File: src/rtl/pipelined_cla_subtractor.sv
// Pipelined carry-lookahead subtractor: d = a - b - bin.
// One SIZE-bit lookahead group per stage, borrow registered between stages.
module pipelined_cla_subtractor #(
  parameter int WIDTH = 16,
  parameter int SIZE  = 4
) (
  input  logic             clk,
  input  logic             rst,
  input  logic             in_valid,
  output logic             in_ready,
  input  logic [WIDTH-1:0] a,
  input  logic [WIDTH-1:0] b,
  input  logic             bin,
  output logic             out_valid,
  input  logic             out_ready,
  output logic [WIDTH-1:0] d,
  output logic             bout,
  output logic             ovf
);

  localparam int N = WIDTH / SIZE;

  logic [N-1:0]     vld;
  logic [N-1:0]     cr;
  logic [WIDTH-1:0] ar  [N];
  logic [WIDTH-1:0] nbr [N];
  logic [WIDTH-1:0] dr  [N];
  logic             bout_q;
  logic             ovf_q;

  logic [N-1:0]     load;
  logic [N-1:0]     sv;
  logic [N-1:0]     sc;
  logic [N-1:0]     nc;
  logic [WIDTH-1:0] sa  [N];
  logic [WIDTH-1:0] snb [N];
  logic [WIDTH-1:0] sd  [N];
  logic [WIDTH-1:0] nd  [N];
  logic [SIZE:0]    r;
  logic             rdy;
  logic             ovf_n;
  logic             unused;

  // Every carry of the group is a flat sum of generate/propagate products.
  function automatic logic [SIZE:0] cla(
    input logic [SIZE-1:0] x,
    input logic [SIZE-1:0] y,
    input logic            cin
  );
    logic [SIZE-1:0] g;
    logic [SIZE-1:0] p;
    logic [SIZE:0]   c;
    logic            t;
    g    = x & y;
    p    = x ^ y;
    c    = '0;
    c[0] = cin;
    for (int i = 0; i < SIZE; i++) begin
      t = cin;
      for (int j = 0; j <= i; j++) t = t & p[j];
      c[i+1] = t;
      for (int j = 0; j <= i; j++) begin
        t = g[j];
        for (int m = j + 1; m <= i; m++) t = t & p[m];
        c[i+1] = c[i+1] | t;
      end
    end
    return {c[SIZE], p ^ c[SIZE-1:0]};
  endfunction

  // Ready chain: a stage loads when empty or when it is draining.
  always_comb begin
    load = '0;
    rdy  = out_ready;
    for (int k = N - 1; k >= 0; k--) begin
      load[k] = !vld[k] || (vld[k] && rdy);
      rdy     = load[k];
    end
  end

  assign in_ready = load[0];

  always_comb begin
    r      = '0;
    nc     = '0;
    sa[0]  = a;
    snb[0] = ~b;
    sd[0]  = '0;
    sc[0]  = ~bin;
    sv[0]  = in_valid;
    for (int k = 1; k < N; k++) begin
      sa[k]  = ar[k-1];
      snb[k] = nbr[k-1];
      sd[k]  = dr[k-1];
      sc[k]  = cr[k-1];
      sv[k]  = vld[k-1];
    end
    for (int k = 0; k < N; k++) begin
      r = cla(sa[k][k*SIZE +: SIZE], snb[k][k*SIZE +: SIZE], sc[k]);
      nc[k] = r[SIZE];
      nd[k] = sd[k];
      nd[k][k*SIZE +: SIZE] = r[SIZE-1:0];
    end
  end

  assign ovf_n = (sa[N-1][WIDTH-1] == snb[N-1][WIDTH-1]) &&
                 (nd[N-1][WIDTH-1] != sa[N-1][WIDTH-1]);

  always_ff @(posedge clk or posedge rst) begin
    if (rst) begin
      vld    <= '0;
      cr     <= '0;
      bout_q <= 1'b0;
      ovf_q  <= 1'b0;
      for (int k = 0; k < N; k++) begin
        ar[k]  <= '0;
        nbr[k] <= '0;
        dr[k]  <= '0;
      end
    end else begin
      for (int k = 0; k < N; k++) begin
        if (load[k]) begin
          vld[k] <= sv[k];
          if (sv[k]) begin
            ar[k]  <= sa[k];
            nbr[k] <= snb[k];
            dr[k]  <= nd[k];
            cr[k]  <= nc[k];
          end
        end
      end
      if (load[N-1] && sv[N-1]) begin
        bout_q <= ~nc[N-1];
        ovf_q  <= ovf_n;
      end
    end
  end

  assign out_valid = vld[N-1];
  assign d         = dr[N-1];
  assign bout      = bout_q;
  assign ovf       = ovf_q;

  // Last-stage operand copies are kept only for a uniform stage shape.
  assign unused = ^{ar[N-1], nbr[N-1], cr[N-1]};

endmodule

File: config.mk
export PLATFORM = sky130hd
export DESIGN_NAME = pipelined_cla_subtractor
export DESIGN_NICKNAME = d
export VERILOG_FILES = /design/src/rtl/pipelined_cla_subtractor.sv
export SDC_FILE = /design/constraint.sdc
export NUM_CORES = 1
export LEC_CHECK = 0
export CAP_MARGIN = 40
export CORE_MARGIN = 1.5
export CORE_UTILIZATION = 40
export DETAILED_ROUTE_END_ITERATION = 10
export PLACE_DENSITY_LB_ADDON = 0.15
export SETUP_SLACK_MARGIN = 0.2
export SLEW_MARGIN = 20
export SYNTH_ARGS = -nofsm -noshare
export SYNTH_HDL_FRONTEND = slang
export SYNTH_SLANG_ARGS = --single-unit
export TNS_END_PERCENT = 100
File: constraint.sdc
create_clock -name clk -period 2.9 [get_ports clk]
set_input_delay 0.58 -clock clk [delete_from_list [all_inputs] [get_ports clk]]
set_output_delay 0.58 -clock clk [all_outputs]
set_load 0.01 [all_outputs]
Word level (Yosys, flattened, before mapping)
Cells that the tools add are included.
{ "op_classes": {"add_sub_neg": 0, "mul": 0, "div": 0, "n_lt_le_gt_ge": 0, "eq_ne": 2, "shifts": 0, "n_mux": 0, "n_bitwise": 95, "reduce_logical": 17} }
{ "op_table": {"columns": ["cell", "count"], "rows": [
  ["1-bit bitwise AND", 40],
  ["1-bit OR", 40],
  ["4-bit XOR", 8],
  ["4-bit bitwise AND", 4],
  ["16-bit inverter", 1],
  ["2-bit AND reduction", 4],
  ["1-bit logical AND", 5],
  ["1-bit zero test", 4],
  ["1-bit logical OR", 4],
  ["1-bit inverter", 2],
  ["1-bit equality test", 1],
  ["1-bit != test", 1]
]} }
{ "totals": {"register_bits": 145, "latch_bits": 0, "mem_bits_rw": 0, "romBits": 0, "inputBits": 37, "output_inout_bits": 20, "wordCells": 133, "mem_count": 0} }

Logic depth before layout (Yosys ltp)
Gate-level depths: netlist of the first run.
{ "logic_depth": {"ltp_word": 10, "ltp_mapped": 7, "mapped_depth_nobuf": 7} }

Least setup slack after synthesis of the first run
OpenSTA, ideal clock, no wires.
{ "synth_path": {"kind": "input-to-output", "start": "input out_ready", "end": "output in_ready", "arrival_ns": 1.158, "required_time_ns": 2.320, "slack_ns": 1.162, "cell_stages": 2, "n_path_buf": 0, "cell_sequence": "nand4b_2 > or2_2"} }
{ "synth_between": {"elab_chain_len": 8} }
{ "synth_lines": {"columns": ["element", "line", "source"], "rows": [
  ["start, declared", "15", "input logic out_ready,"],
  ["1-bit logical AND", "76", "load[k] = !vld[k] || (vld[k] && rdy);"],
  ["1-bit logical OR", "76", null],
  ["1-bit logical AND", "76", null],
  ["1-bit logical OR", "76", null],
  ["1-bit logical AND", "76", null],
  ["1-bit logical OR", "76", null],
  ["1-bit logical AND", "76", null],
  ["1-bit logical OR", "76", null],
  ["end, declared", "10", "output logic in_ready,"]
]} }
No other way between the ends.

Final worst setup path of the first run
Same ends and word-level chain as after synthesis.

==> results.ini, run 1 <==
[sta]
relSlewSlack=0.485
hold_viol=0
setup_viol=0
fin_setup_tns_ns=0
min_period_ns=2.61
fin_skew_ns=0.0138
rsz0062_at_grt=false
period_share=0.901
tightest_slew_ns=0.770
drv_slew=0
timing.fmax_mhz=383

[synthesis]
ys.flop_type=dfrtp_1
syn_area_per_cell_um2=13.2
synth-seq-cells=97
syn_area_mm2=0.00433
synth_edf_count=0
yosysWarningCount=0
yosysUniqueCellTypes=31
synth_nets=390
synth-seq-area-share=0.561
synth.area.top_cells=dfrtp_1 (56%), mux2_2 (15%), ha_1 (5.8%)
synth_top_area_frac=0.561
syn_inst=329
async_flop_share=1.00
synthDominantAreaCellType=dfrtp_1

[route]
vias=2415
ant_nets=0
drcViolationCount=0
dr.pass1.iters=4
finalWirelength_mm=6.58
drt_iter0_drc=50
vias_per_cell=4.69
wl_per_cell_um=12.8

[setup_path]
cp-start-kind=input pin
required_ns=2.32
reg2regPathDepth=6
cp-end-kind=output pin
crit_type=input pin to output pin
critPathArrivalTime_ns=2.03
cp_max_fo=4

[final_layout]
finalCoreUtilization=0.495
final_area_mm2=0.00516
antenna_cells=0
fin_nets=435
final_cell_mix=dfrtp_1 (97), mux2_2 (56), clkdlybuf4s50_1 (56)
stdcell_count=515
final_common_cell=dfrtp_1
layout-drive-gt1-share=0.235
areaGrowthSynthToFinish_pct=19.1
num-fill-cells=957

[min_path]
min_path_type=flop to flop
min_delay_path_depth=2

[power_and_ir_drop]
p_int_mw=3.12
powerDensity_mw_per_mm2=851
p_leak_nw=2.28
p_seq_frac=0.469
switchingPower_mw=1.27
switching_share=0.290
clkPwrFrac=0.215
pwr-share-comb=0.315
vdd_drop_max_v=0.000280

[cts]
clk_pin_slew_worst_paths_ns=0.09
cts.sinks=97
clkLatencyLatePin_ns=0.35
cts_tree=built
cts_root_buf=clkbuf_8
clockBufferDepth=2
holdBufCountCts=0
post_cts.repair.setup_buffers=0
cts_made_buffers=9
cts-htree-levels=3

[die]
die_area_mm2=0.0115
die_w_um=107
start_util=0.416
core_mm2=0.0104
pin_count=57
rows=37
die_y_um=107

[global_route]
grt_start_max_net_pins=48
grt_usage=0.129
grt_pass1_wl_mm=11.5
overflow=0
grt_pass1_vias=2384
antenna_found_initial=0

[flow_run]
maxCapViolations=0

[placement]
placed_area_mm2=0.00493
port_buffers=56
hpwl_mm=4.86
place_inst=499
place_congestion=0.701

[run_status]
status=completed

-- Yosys cell counts (2+ instances only) --
master	n
ha_1	20
or2_2	2
mux2_4	6
buf_2	4
dfrtp_1	97
fa_1	4
o211ai_1	3
mux2_2	56
a211oi_1	4
inv_1	12
o21ai_0	29
xor2_1	3
xnor2_1	10
buf_4	19
nand2_1	33
nor2_1	2
a21oi_1	5
nand2b_1	7
-- through the flow --
stage                     total power [mW]  worst slack, ns  hold WS [ns]
after floorplan                       3.13             1.16         0.445
after global placement                3.46            0.235         0.460
after detailed placement              3.51            0.205         0.466
after CTS                             4.46            0.200         0.487
after global routing                  4.73            0.209         0.512
final                                 4.39            0.289         0.478
-- power by group through the flow --
stage	registers [mW]	clock network, mW	logic, mW
finish	2.06	0.946	1.38
global route	2.13	1.03	1.56
CTS	2.07	0.982	1.41
detailed placement	2.10	0	1.41
global placement	2.08	0	1.38
floorplan	2.00	0	1.13
-- flip-flops by register name, indices dropped and copies added, names as in the netlist --
signal,count
vld,4
dr,24
d,16
nbr,24
ar,24
ovf,1
cr,3
bout,1
-- routing by layer --
| metal | share of wire | up-vias | global-route usage | wire length, um |
|---|---|---|---|---|
| met3 | 0.036 | 13 | 0.0249 | 239 |
| met2 | 0.40 | 45 | 0.179 | 2620 |
| li1 | - | 1195 | - | - |
| met4 | 0.022 | 0 | 0.0629 | 143 |
| met1 | 0.54 | 1162 | 0.191 | 3580 |
| met5 | 0 | - | 0 | 0 |
-- worst paths after layout --
kind,startpoint,slack [ns],end
worst max-delay path,out_ready,0.29,in_ready
worst min-delay path,nbr[57]$_DFFE_PP0P_,0.48,nbr[57]$_DFFE_PP0P_
worst max register to register,ar[40]$_DFFE_PP0P_,1.20,cr[2]$_DFFE_PP0P_
worst min register to register,nbr[57]$_DFFE_PP0P_,0.48,nbr[57]$_DFFE_PP0P_
max in group asynchronous,rst,1.54,cr[1]$_DFFE_PP0P_
min in group asynchronous,rst,0.65,vld[0]$_DFFE_PP0N_
-- cell families after synthesis --
logic type      Yosys count  synth area share
compound gates           47            0.0644
simple gates             47            0.0500
flops                    97             0.561
fa+ha+maj                24            0.0763
xor+xnor                 13            0.0263
buf+inv                  39            0.0561
mux                      62             0.166
-- worst max-delay path, stage by stage --
cell	delay (ns)
clkdlybuf4s50_1	0.44
nand4b_4	0.22
or2_2	0.31
clkdlybuf4s50_1	0.48
-- final cells by class --
type | count | area, um2 | area share
Inverter | 12 | 48.8 | 0.00946
Timing Repair Buffer | 61 | 623 | 0.121
Tap cell | 136 | 170 | 0.0330
Clock buffer | 10 | 128 | 0.0248
Multi-Input combinational cell | 193 | 1670 | 0.324
Sequential cell | 97 | 2430 | 0.471
Clock inverter | 6 | 90.1 | 0.0175
-- timing repair --
item	in CTS	in global routing
resized for setup	0	1
hold endpoints to repair	0	0
endpoints found under the setup margin	0	1
Note: power is estimated with default switching activity, not from simulation.
==> run 2: changes to the inputs <==
--- a/config.mk
+++ b/config.mk
@@ -10,6 +10,7 @@
 export CORE_UTILIZATION = 40
 export DETAILED_ROUTE_END_ITERATION = 10
 export PLACE_DENSITY_LB_ADDON = 0.15
+export REMOVE_ABC_BUFFERS = 1
 export SETUP_SLACK_MARGIN = 0.2
 export SLEW_MARGIN = 20
 export SYNTH_ARGS = -nofsm -noshare
==> run 2 against run 1 <==
Core utilization is 0.32 points lower. Clock skew down 0.0013 ns. First-iteration DRC count up 80%. Critical path type unchanged. Largest power group unchanged.
==> results.ini, run 2 (same netlist as run 1, synthesis figures left out) <==
[final_layout]
areaGrowthSynthToFinish_pct=18.3
layout-drive-gt1-share=0.237  ; +0.00264
final_cell_mix=dfrtp_1 (97), mux2_2 (56), clkdlybuf4s50_1 (56)
fin_nets=435  ; unchanged
final_common_cell=dfrtp_1
antenna_cells=0  ; unchanged
num-fill-cells=963  ; +0.63%
top_regs=ar (24), dr (24), nbr (24)
finalCoreUtilization=0.492  ; -0.00324

[cts]
cts_tree=built
holdBufCountCts=0  ; unchanged
cts-htree-levels=3  ; unchanged
clockBufferDepth=2  ; unchanged
clkLatencyLatePin_ns=0.36  ; about the same
cts_root_buf=clkbuf_8
cts_made_buffers=9  ; unchanged
post_cts.repair.setup_buffers=0  ; unchanged
clk_pin_slew_worst_paths_ns=0.09  ; about the same
cts.sinks=97  ; unchanged

[power_and_ir_drop]
p_leak_nw=2.27  ; -0.60%
vdd_drop_max_v=0.000379  ; +35%
powerDensity_mw_per_mm2=835  ; -2.0%

[setup_path]
reg2regPathDepth=6  ; unchanged
r2r_start=ar[40]$_DFFE_PP0P_
cp-start-kind=input pin
reg2reg_slack_ns=1.12  ; -0.08 ns
critPathArrivalTime_ns=2.03  ; about the same
crit_type=input pin to output pin
cp_max_fo=4  ; unchanged
cp-end-kind=output pin
required_ns=2.32  ; about the same
r2r-end=cr[2]$_DFFE_PP0P_

[global_route]
grt_usage=0.134  ; +0.00489
antenna_found_initial=0  ; unchanged
grt_start_max_net_pins=50  ; +4.2%
grt_pass1_vias=2553  ; +7.1%
overflow=0  ; unchanged
grt_pass1_wl_mm=11.9  ; +2.9%

[die]
die_area_mm2=0.0115  ; unchanged
core_mm2=0.0104  ; unchanged
rows=37  ; unchanged
start_util=0.416  ; unchanged
die_y_um=107  ; unchanged
pin_count=57  ; unchanged
die_w_um=107  ; unchanged

[placement]
port_buffers=56  ; unchanged
hpwl_mm=4.68  ; -3.7%
place_congestion=0.679  ; -3.1%

[min_path]
min_path_type=flop to flop
min_to=dr[24]$_DFFE_PP0P_
min_from=dr[24]$_DFFE_PP0P_
min_delay_path_depth=2  ; unchanged

[sta]
min_period_ns=2.61  ; -0.00429 ns
tightest_slew_ns=0.573  ; -0.197 ns
relSlewSlack=0.617  ; +0.131
hold_viol=0  ; unchanged
fin_skew_ns=0.0125  ; -0.00130 ns
timing.fmax_mhz=384  ; +0.16%
period_share=0.899  ; -0.00148
drv_slew=0  ; unchanged
setup_viol=0  ; unchanged
rsz0062_at_grt=false
fin_setup_tns_ns=0  ; unchanged

[route]
drt_iter0_drc=90  ; +80%
ant_nets=0  ; unchanged
vias_per_cell=4.69  ; about the same
dr.pass1.iters=4  ; unchanged
wl_per_cell_um=13.2  ; +3.3%
finalWirelength_mm=6.80  ; +3.3%
vias=2417  ; +0.083%
drcViolationCount=0  ; unchanged

[flow_run]
maxCapViolations=0  ; unchanged

[run_status]
status=completed

## run 2: layer usage
metal	global-route usage	up-vias	share of wire
met2	0.224	37	0.48
met1	0.170	1175	0.47
met3	0.0322	9	0.033
li1	-	1196	-
met4	0.0429	0	0.013
met5	0	-	0
## run 2: per-stage QoR
step | cell area, um2 | setup WS [ns] | hold WS, ns | power [mW] | std cells
finish | 5120 | 0.293 | 0.483 | 4.28 | 515
floorplan | 4130 | -0.214 | 0.446 | 2.96 | 302
global route | 5120 | 0.246 | 0.510 | 4.61 | 515
detailed placement | 4930 | 0.235 | 0.467 | 3.51 | 499
CTS | 5110 | 0.229 | 0.489 | 4.35 | 515
global placement | 4930 | 0.255 | 0.458 | 3.46 | 499
## run 2: area by class of cell
type	instances	area (um2)	area share
clock buffer	9	124	0.0242
clock inverter	7	61.3	0.0120
multi-input combinational	193	1670	0.326
tap	136	170	0.0332
timing repair buffer	61	623	0.122
sequential	97	2430	0.474
inverter	12	47.5	0.00928
## run 2: worst max-delay path by stage
stage / startpoint / endpoint / slack (ns) / cells past startpoint
floorplan: rst / ar[28]$_DFFE_PP0P_ / -0.21 / 1
global placement: out_ready / in_ready / 0.25 / 4
detailed placement: out_ready / in_ready / 0.24 / 4
CTS: out_ready / in_ready / 0.23 / 4
global route: out_ready / in_ready / 0.25 / 4
finish: out_ready / in_ready / 0.29 / 4
## run 2: what timing repair did
action                                  in CTS  in global routing
hold endpoints to repair                     0                  0
endpoints found under the setup margin       0                  1
gates resized for setup                      0                  1
## run 2: power breakdown
group          internal, mW  switching (mW)  total, mW
clock network         0.328           0.498      0.826
registers              1.80           0.247       2.04
logic                 0.836           0.569       1.41
## run 2: critical path: stages
cell             delay, ns
clkdlybuf4s50_1       0.44
nand4b_4              0.22
or2_2                 0.31
clkdlybuf4s50_1       0.48
==> run 3: changes to the inputs <==
--- a/config.mk
+++ b/config.mk
@@ -8,6 +8,7 @@
 export CAP_MARGIN = 40
 export CORE_MARGIN = 1.5
 export CORE_UTILIZATION = 40
+export CTS_BUF_LIST = sky130_fd_sc_hd__clkbuf_8
 export DETAILED_ROUTE_END_ITERATION = 10
 export PLACE_DENSITY_LB_ADDON = 0.15
 export REMOVE_ABC_BUFFERS = 1
==> results of run 3 <==
Final layout, timing and power as in run 2 (identical DEF).
